File: src/rtl/pix_fifo_ctrl.sv
// Synchronous pixel FIFO with load/req_out handshake, flush, watermarks and error pulses.
// Optional macro PIX_FIFO_ERR_CNT_EN adds a saturating 8-bit error counter output err_cnt.
module pix_fifo_ctrl #(
    parameter int PIX_WIDTH = 16,
    parameter int DEPTH     = 8,
    parameter int AF_LEVEL  = DEPTH - 2,
    parameter int AE_LEVEL  = 2
) (
    input  logic                   clk,
    input  logic                   reset,
    input  logic                   flush,
    input  logic                   load,
    input  logic [PIX_WIDTH-1:0]   pix_in,
    input  logic                   req_out,
    output logic [PIX_WIDTH-1:0]   pix_out,
    output logic                   ack_out,
    output logic                   full,
    output logic                   empty,
    output logic                   almost_full,
    output logic                   almost_empty,
    output logic [$clog2(DEPTH):0] fill_level,
    output logic                   overflow,
    output logic                   underflow
`ifdef PIX_FIFO_ERR_CNT_EN
    ,
    output logic [7:0]             err_cnt
`endif
);

    localparam int PW = $clog2(DEPTH);
    localparam int FW = PW + 1;

    logic [PIX_WIDTH-1:0] mem_q [DEPTH];
    logic [PW-1:0]        wr_ptr_q, wr_ptr_d, rd_ptr_q, rd_ptr_d;
    logic [FW-1:0]        fill_q, fill_d;
    logic [PIX_WIDTH-1:0] pix_q, pix_d;
    logic                 ack_q, ack_d, ovf_q, ovf_d, unf_q, unf_d;
    logic                 write_ok, read_ok, is_full, is_empty;

    assign is_full  = (fill_q == FW'(DEPTH));
    assign is_empty = (fill_q == '0);

    // A read frees a slot in the same cycle, so a full FIFO can still accept a write.
    always_comb begin
        read_ok  = req_out && !is_empty && !flush;
        write_ok = load && (!is_full || read_ok) && !flush;
        ovf_d    = load && !write_ok && !flush;
        unf_d    = req_out && !read_ok && !flush;
        ack_d    = read_ok;
        pix_d    = read_ok ? mem_q[rd_ptr_q] : pix_q;
        wr_ptr_d = write_ok ? wr_ptr_q + PW'(1) : wr_ptr_q;
        rd_ptr_d = read_ok ? rd_ptr_q + PW'(1) : rd_ptr_q;
        fill_d   = fill_q;
        case ({write_ok, read_ok})
            2'b10:   fill_d = fill_q + FW'(1);
            2'b01:   fill_d = fill_q - FW'(1);
            default: fill_d = fill_q;
        endcase
        if (flush) begin
            wr_ptr_d = '0;
            rd_ptr_d = '0;
            fill_d   = '0;
        end
    end

    always_ff @(posedge clk or negedge reset) begin
        if (!reset) begin
            wr_ptr_q <= '0;
            rd_ptr_q <= '0;
            fill_q   <= '0;
            pix_q    <= '0;
            ack_q    <= 1'b0;
            ovf_q    <= 1'b0;
            unf_q    <= 1'b0;
        end else begin
            wr_ptr_q <= wr_ptr_d;
            rd_ptr_q <= rd_ptr_d;
            fill_q   <= fill_d;
            pix_q    <= pix_d;
            ack_q    <= ack_d;
            ovf_q    <= ovf_d;
            unf_q    <= unf_d;
        end
    end

    // Storage is deliberately left out of reset; stale entries are unreachable once pointers clear.
    always_ff @(posedge clk) begin
        if (write_ok) mem_q[wr_ptr_q] <= pix_in;
    end

`ifdef PIX_FIFO_ERR_CNT_EN
    logic [7:0] err_q, err_d;
    logic [8:0] err_sum;

    always_comb begin
        err_sum = {1'b0, err_q} + {7'd0, ovf_d} + {7'd0, unf_d};
        err_d   = err_sum[8] ? 8'hFF : err_sum[7:0];
    end

    always_ff @(posedge clk or negedge reset) begin
        if (!reset) err_q <= '0;
        else        err_q <= err_d;
    end

    assign err_cnt = err_q;
`endif

    assign pix_out      = pix_q;
    assign ack_out      = ack_q;
    assign overflow     = ovf_q;
    assign underflow    = unf_q;
    assign fill_level   = fill_q;
    assign full         = is_full;
    assign empty        = is_empty;
    assign almost_full  = (fill_q >= FW'(AF_LEVEL));
    assign almost_empty = (fill_q <= FW'(AE_LEVEL));

endmodule

File: config.mk
export PLATFORM = sky130hd
export DESIGN_NAME = pix_fifo_ctrl
export DESIGN_NICKNAME = d
export VERILOG_FILES = /design/src/rtl/pix_fifo_ctrl.sv
export SDC_FILE = /design/constraint.sdc
export NUM_CORES = 1
export LEC_CHECK = 0
export BUFFER_PORTS_ARGS = -buffer_cell sky130_fd_sc_hd__buf_2
export CELL_PAD_IN_SITES_DETAIL_PLACEMENT = 1
export CELL_PAD_IN_SITES_GLOBAL_PLACEMENT = 1
export CORE_MARGIN = 1
export CORE_UTILIZATION = 55
export DETAILED_ROUTE_END_ITERATION = 10
export PLACE_DENSITY_LB_ADDON = 0.08
export SLEW_MARGIN = 30
export SYNTH_ARGS = -nofsm -noshare
export SYNTH_HDL_FRONTEND = slang
export SYNTH_SLANG_ARGS = --single-unit
File: constraint.sdc
create_clock -name clk -period 5.9 [get_ports clk]
set_input_delay 0.295 -clock clk [delete_from_list [all_inputs] [get_ports clk]]
set_output_delay 0.295 -clock clk [all_outputs]
set_load 0.02 [all_outputs]
==> impl_metrics.ini, run 1 <==
[run_status]
status = complete, no violations

[critical_path]
required_ns = 6.19
critPathLaunch = fill_level[3]$_DFFE_PN0P_
worstSetupEndpoint = fill_level[3]$_DFFE_PN0P_
cp-start-kind = flip-flop
r2r_start = fill_level[3]$_DFFE_PN0P_
cp_max_fo = 10
arrival_ns = 2.84
reg2reg_slack_ns = 3.35
criticalPathCategory = flip-flop to flip-flop
worstRegToRegCells = 8
reg2reg_to = fill_level[3]$_DFFE_PN0P_
cp-end-kind = flip-flop

[global_route]
grt_pass1_wl_um = 18800
grt_max_degree = 35
grt_pass1_vias = 3237
overflow = 0
antenna_found_initial = 0
track_usage_pct = 23.4

[die]
die_h_um = 108
die_area_um2 = 11700
core_area_um2 = 10900
initial_core_util_pct = 56.9
die_w_um = 108
boundaryPins = 48
rows = 38

[layout]
nets = 413
layout_common_cells = edfxtp_1, buf_2, mux4_2
final_area_um2 = 7220
area_delta_synth_final_pct = 16.0
n_antenna_cell = 0
drive_gt1_share_pct = 33.8
final_common_cell = edfxtp_1

[yosys]
synth_top_family_by_area = multiplexers
synth_fp_nets = 353
syn_inst = 327
synth_area_leaders = edfxtp_1, dfrtp_1, mux4_2, mux2i_1, nor2_1
yosysTopAreaCellShare_pct = 61.7
synth-simple-area-share_pct = 4.86
ys_warn_count = 0
yosys.area_share.xor_xnor_pct = 0.563
ys_ff_latch = 157
synth_compound_area_share_pct = 3.16
synth_largest_area_cell = edfxtp_1
synthMuxAreaShare_pct = 15.0
synth-adder-area-share_pct = 1.13
synth_area_um2 = 6220
ys_seq_area_share_pct = 73.4
synth_cell_types = 38
avgSynthCellArea_um2 = 19.0

[drt]
totalWireLength_um = 12400
wl_per_cell_um = 23.0
firstDrtPassIters = 4
drc_errors = 0
routed_via_density = 5.82
num_vias = 3142
drtIter0Drc = 196
antenna_left = 0

[sta]
setup_viol = 0
worst_slew_pin_slew_ns = 0.864
period_needed_ns = 2.55
max_freq_mhz = 391
fin_skew_ns = 0.00470
finalCritPeriodShare_pct = 43.3
fin_tns_setup_ns = 0
rsz0062_at_grt = no
hold_violations = 0
maxSlewHeadroom_pct = 41.9
drv_slew = 0

[clock_tree]
ctsLongestPathBuffers = 2
post_cts_buffers = 0
cts_tree = done
htreeDepth = 4
clk_pin_slew_ns = 0.06
clk_latency_ns = 0.42
clock-sinks = 157
cts_root_buffer = clkbuf_16
cts_inserted_buffers = 17

[pwr]
switchingPower_w = 0.000881
ir_drop_mv = 0.312
power_density_nw_per_um2 = 434
p_int_w = 0.00225
clkPwrFrac_pct = 33.5
seq_power_share_pct = 44.2
power_w = 0.00314
combPwrFrac_pct = 22.2
switching_share_pct = 28.1
cellLeakagePower_nw = 2.50

[place]
port_buffers = 47
place_congestion = 0.765
dp_hpwl_um = 7390
placed_cell_area_um2 = 6640

[run]
drv_cap = 0

[hold_path]
hold_class = primary input to flip-flop
## through the flow
stage	cells	utilization (%)	setup slack (ns)	hold slack (ns)
after global placement	507	60.7	3.46	0.408
final	540	66.0	3.35	0.143
after floorplan	327	-	2.93	-0.000591
after global routing	540	66.0	3.21	0.141
after detailed placement	507	60.7	3.36	0.418
after CTS	540	66.0	3.34	0.123
## cell usage after synthesis
library cell	n
a211oi_1	2
xor2_1	2
a31o_2	1
nor2b_1	2
a31oi_1	1
buf_1	2
clkbuf_1	5
nor2_2	1
nor3_1	5
edfxtp_1	128
mux4_2	32
a21oi_1	20
nor2_1	27
xnor2_1	2
dfrtp_1	29
o211ai_1	1
buf_2	5
a22oi_4	1
nand3b_1	2
o21ai_4	1
fa_1	1
nand2_1	4
a21o_2	1
nand3_1	5
a31oi_2	1
mux2_4	2
or4_4	1
and2b_2	1
nand2b_1	5
inv_1	1
mux2i_1	18
and2_1	1
nor3b_1	5
and2_2	1
buf_6	5
clkbuf_2	1
inv_2	1
ha_1	4
## sequential cells by signal (all words and copies together) (netlist names)
name,flops
mem_q,128
pix_out,16
fill_level,4
rd_ptr_q,3
wr_ptr_q,3
ack_out,1
overflow,1
underflow,1
## how the worst min path moves through the flow
stage,startpoint,to,slack [ns],depth (start not counted)
CTS,pix_in[11],mem_q[2][11]$_DFFE_PP_,0.12,1
global placement,reset,fill_level[2]$_DFFE_PN0P_,0.41,1
finish,pix_in[11],mem_q[7][11]$_DFFE_PP_,0.14,1
floorplan,reset,ack_out$_DFF_PN0_,-0.0006,0
detailed placement,reset,fill_level[0]$_DFFE_PN0P_,0.42,1
global route,pix_in[10],mem_q[5][10]$_DFFE_PP_,0.14,1
## critical path, cell delays in order (launching register included)
cell	delay [ns]
dfrtp_1	0.49
or4_4	0.67
nand2_1	0.16
nor3_1	0.11
ha_1	0.35
a21oi_1	0.23
and2_1	0.20
nand3b_1	0.12
a31oi_1	0.08
## cells by family after synthesis
kind of cell,Yosys count
and+or+nand+nor,60
muxes,52
AOI/OAI and AO/OA,29
adders and majority gates,5
DFF,157
xor gates and xnor gates,4
buffers and inverters,20
## area by class of cell
cell class / instances / area, um^2
multi-input cells: 150 / 1570
inverters: 2 / 7.51
clock buffers: 24 / 482
flip-flops and latches: 157 / 4570
fillers: 957 / 3720
well taps: 140 / 175
clock inverters: 8 / 88.8
repair buffers: 59 / 328
## metal layers
layer / wire length, um / track usage, % / up-vias
li1: - / - / 1410
met1: 5320 / 29.9 / 1651
met2: 6470 / 38.9 / 63
met3: 412 / 5.67 / 18
met4: 211 / 8.88 / 0
met5: 0 / 0 / -
## timing repair
item                                    4_1_cts  5_1_grt
endpoints found under the setup margin        0        0
hold buffers                                  1        0
hold endpoints to repair                     29        0
gates resized for setup                       0        0
## power by group through the flow
| stage | registers, W | logic (W) | clock network, W |
|---|---|---|---|
| floorplan | 0.00145 | 0.000479 | 0 |
| global placement | 0.00140 | 0.000685 | 0 |
| detailed placement | 0.00141 | 0.000705 | 0 |
| CTS | 0.00139 | 0.000710 | 0.00107 |
| global route | 0.00140 | 0.000763 | 0.00111 |
| finish | 0.00139 | 0.000697 | 0.00105 |
No activity file was read; power rests on OpenSTA's default activity.
==> run 2: changes to the inputs <==
--- a/config.mk
+++ b/config.mk
@@ -5,11 +5,12 @@
 export SDC_FILE = /design/constraint.sdc
 export NUM_CORES = 1
 export LEC_CHECK = 0
+export ABC_AREA = 1
 export BUFFER_PORTS_ARGS = -buffer_cell sky130_fd_sc_hd__buf_2
 export CELL_PAD_IN_SITES_DETAIL_PLACEMENT = 1
 export CELL_PAD_IN_SITES_GLOBAL_PLACEMENT = 1
 export CORE_MARGIN = 1
-export CORE_UTILIZATION = 55
+export CORE_UTILIZATION = 44
 export DETAILED_ROUTE_END_ITERATION = 10
 export PLACE_DENSITY_LB_ADDON = 0.08
 export SLEW_MARGIN = 30
==> constraint.sdc (replaced) <==
create_clock -name clk -period 2.3 [get_ports clk]
set_input_delay 0.115 -clock clk [delete_from_list [all_inputs] [get_ports clk]]
set_output_delay 0.115 -clock clk [all_outputs]
set_load 0.02 [all_outputs]
==> impl_metrics.ini, run 2 <==
[sta]
worst_slew_pin_slew_ns = 0.740
rsz0062_at_grt = no
max_freq_mhz = 521
hold_violations = 0
fin_tns_setup_ns = 0
period_needed_ns = 1.92
drv_slew = 0
whs_ns = 0.0102
maxSlewHeadroom_pct = 50.7
finalCritPeriodShare_pct = 83.4
setup_ws_ns = 0.382
fin_skew_ns = 0.00475
setup_viol = 0

[place]
dpl.cell_count = 735
port_buffers = 47
placed_cell_area_um2 = 6880
dp_hpwl_um = 8910
place_worst_setup_slack_ns = 0.400
place_congestion = 0.844

[clock_tree]
clk_latency_ns = 0.43
clk_pin_slew_ns = 0.06
cts_tree = done
ctsLongestPathBuffers = 2
htreeDepth = 4
cts_root_buffer = clkbuf_16
clock-sinks = 157
cts_inserted_buffers = 17

[yosys]
synth-simple-area-share_pct = 14.2
yosysMostFrequentCell = edfxtp_1
synth_top_family_by_area = simple AND/OR/NAND/NOR gates
synth_cell_types = 30
synthMuxAreaShare_pct = 0
synth-adder-area-share_pct = 1.09
ys_ff_latch = 157
yosys.area_share.xor_xnor_pct = 0.272
ys_top_cells_by_count = edfxtp_1, nor2_1, o21ai_0
avgSynthCellArea_um2 = 12.4
synth_fp_nets = 544
ys.flop_type = edfxtp_1
ys_warn_count = 0
synth_compound_area_share_pct = 9.32
synth_area_leaders = edfxtp_1, dfrtp_1, nor2_1, o21ai_0, o211ai_1
async_reset_ff_share_pct = 18.5
synth_area_um2 = 6440
synth_largest_area_cell = edfxtp_1
syn_inst = 518
synth-edff-count = 128
ys_seq_area_share_pct = 70.9
yosysTopAreaCellShare_pct = 59.6

[layout]
n_antenna_cell = 0
final_area_um2 = 7650
final_common_cell = edfxtp_1
regMostFlops = mem_q
layout.cells.non_filler = 785
largest_reg_flops = 128
multi_input_area_um2 = 1620
fillers = 1469
area_delta_synth_final_pct = 18.7
drive_gt1_share_pct = 19.8
layout_common_cells = edfxtp_1, nor2_1, o21ai_0
nets = 618
register_area_um2 = 4570

[critical_path]
path_common_cell = nand2_1
criticalPathCategory = flip-flop to flip-flop
critical-path-top-delay-family = simple AND/OR/NAND/NOR gates
cp-start-kind = flip-flop
arrival_ns = 2.23
cp_cell_sequence = nor2_2 > nand2_4 > nand3_4 > nor2_2 > ha_1 > nand3_1 > nand3_1 > nand2_1 > nand2_1 > nand2_1 > nand2_1 > nand2_1 > nand2_1
required_ns = 2.62
cp_max_fo = 6
reg2reg_slack_ns = 0.38
critPathSlowestCell = dfrtp_1
slowest_delay_ns = 0.48
cp_num_buf_inv = 0
cp-end-kind = flip-flop

[drt]
met1_length_um = 6870
routed_via_density = 5.36
num_vias = 4205
firstDrtPassIters = 5
totalWireLength_um = 14800
wl_met2_um = 7280
drc_errors = 0
drtIter0Drc = 221
wl_met3_um = 485
antenna_left = 0
top_layer = met4
wl_per_cell_um = 18.9

[global_route]
antenna_found_initial = 0
grt_pass1_vias = 4380
track_usage_pct = 21.8
overflow = 0
grt_max_degree = 67
grt_pass1_wl_um = 23800

[die]
die_w_um = 123
die_area_um2 = 15100
boundaryPins = 48
die_h_um = 123
rows = 43
initial_core_util_pct = 45.7
core_area_um2 = 14100

[pwr]
cellLeakagePower_nw = 2.91
ir_drop_mv = 0.568
power_density_nw_per_um2 = 1100

[run_status]
status = complete, no violations

[hold_path]
hold_class = primary input to flip-flop

[run]
drv_cap = 0
==> run 2: layer usage <==
metal / vias up / global-route usage (%)
li1: 1989 / -
met1: 2118 / 28.5
met2: 80 / 35.9
met3: 18 / 4.38
met4: 0 / 8.21
met5: - / 0
==> run 2: area by class of cell <==
type	count	area share, %
flip-flops and latches	157	59.8
multi-input cells	316	21.2
repair buffers	82	7.43
clock buffers	20	5.84
well taps	180	2.95
clock inverters	12	1.88
inverters	18	0.949
==> run 2: worst register-to-register path: cells and delay by family, from the launching register on <==
family | cells | cell delay [ns]
fa+ha+maj | 1 | 0.31
flops | 1 | 0.48
simple gates | 12 | 1.03
==> run 2: where the power goes <==
group          switching, W  leakage, nW  total (W)  internal, W
Sequential         0.000147         1.53    0.00349      0.00334
Combinational       0.00143         1.09    0.00208     0.000655
Clock               0.00109        0.291    0.00281      0.00172
==> run 2: worst paths after layout <==
| kind | endpoint | start | cells after the start |
|---|---|---|---|
| max in group asynchronous | rd_ptr_q[0]$_DFFE_PN0P_ | reset | 2 |
| worst min register to register | pix_out[2]$_DFFE_PN0P_ | pix_out[2]$_DFFE_PN0P_ | 2 |
| worst min-delay path | underflow$_DFF_PN0_ | req_out | 3 |
| worst max-delay path | fill_level[3]$_DFFE_PN0P_ | fill_level[1]$_DFFE_PN0P_ | 13 |
| min in group asynchronous | pix_out[15]$_DFFE_PN0P_ | reset | 2 |
| worst max register to register | fill_level[3]$_DFFE_PN0P_ | fill_level[1]$_DFFE_PN0P_ | 13 |
==> run 2: logic make-up after synthesis <==
logic type,Yosys count
buf+inv,45
fa+ha+maj,5
flops,157
compound gates,104
xor+xnor,2
simple gates,205
==> run 2: timing repair <==
| action | in CTS | in global routing |
|---|---|---|
| setup buffers | 0 | 0 |
| endpoints found under the hold margin | 149 | 0 |
| hold buffers | 18 | 0 |
| gates resized for setup | 0 | 0 |
| setup endpoints to repair | 0 | 0 |
==> run 2: metrics by stage <==
stage               total power, W  utilization [%]
finish                     0.00839             54.3
CTS                        0.00847             54.3
global route               0.00885             54.3
global placement           0.00555             48.8
detailed placement         0.00563             48.8
floorplan                  0.00503                -
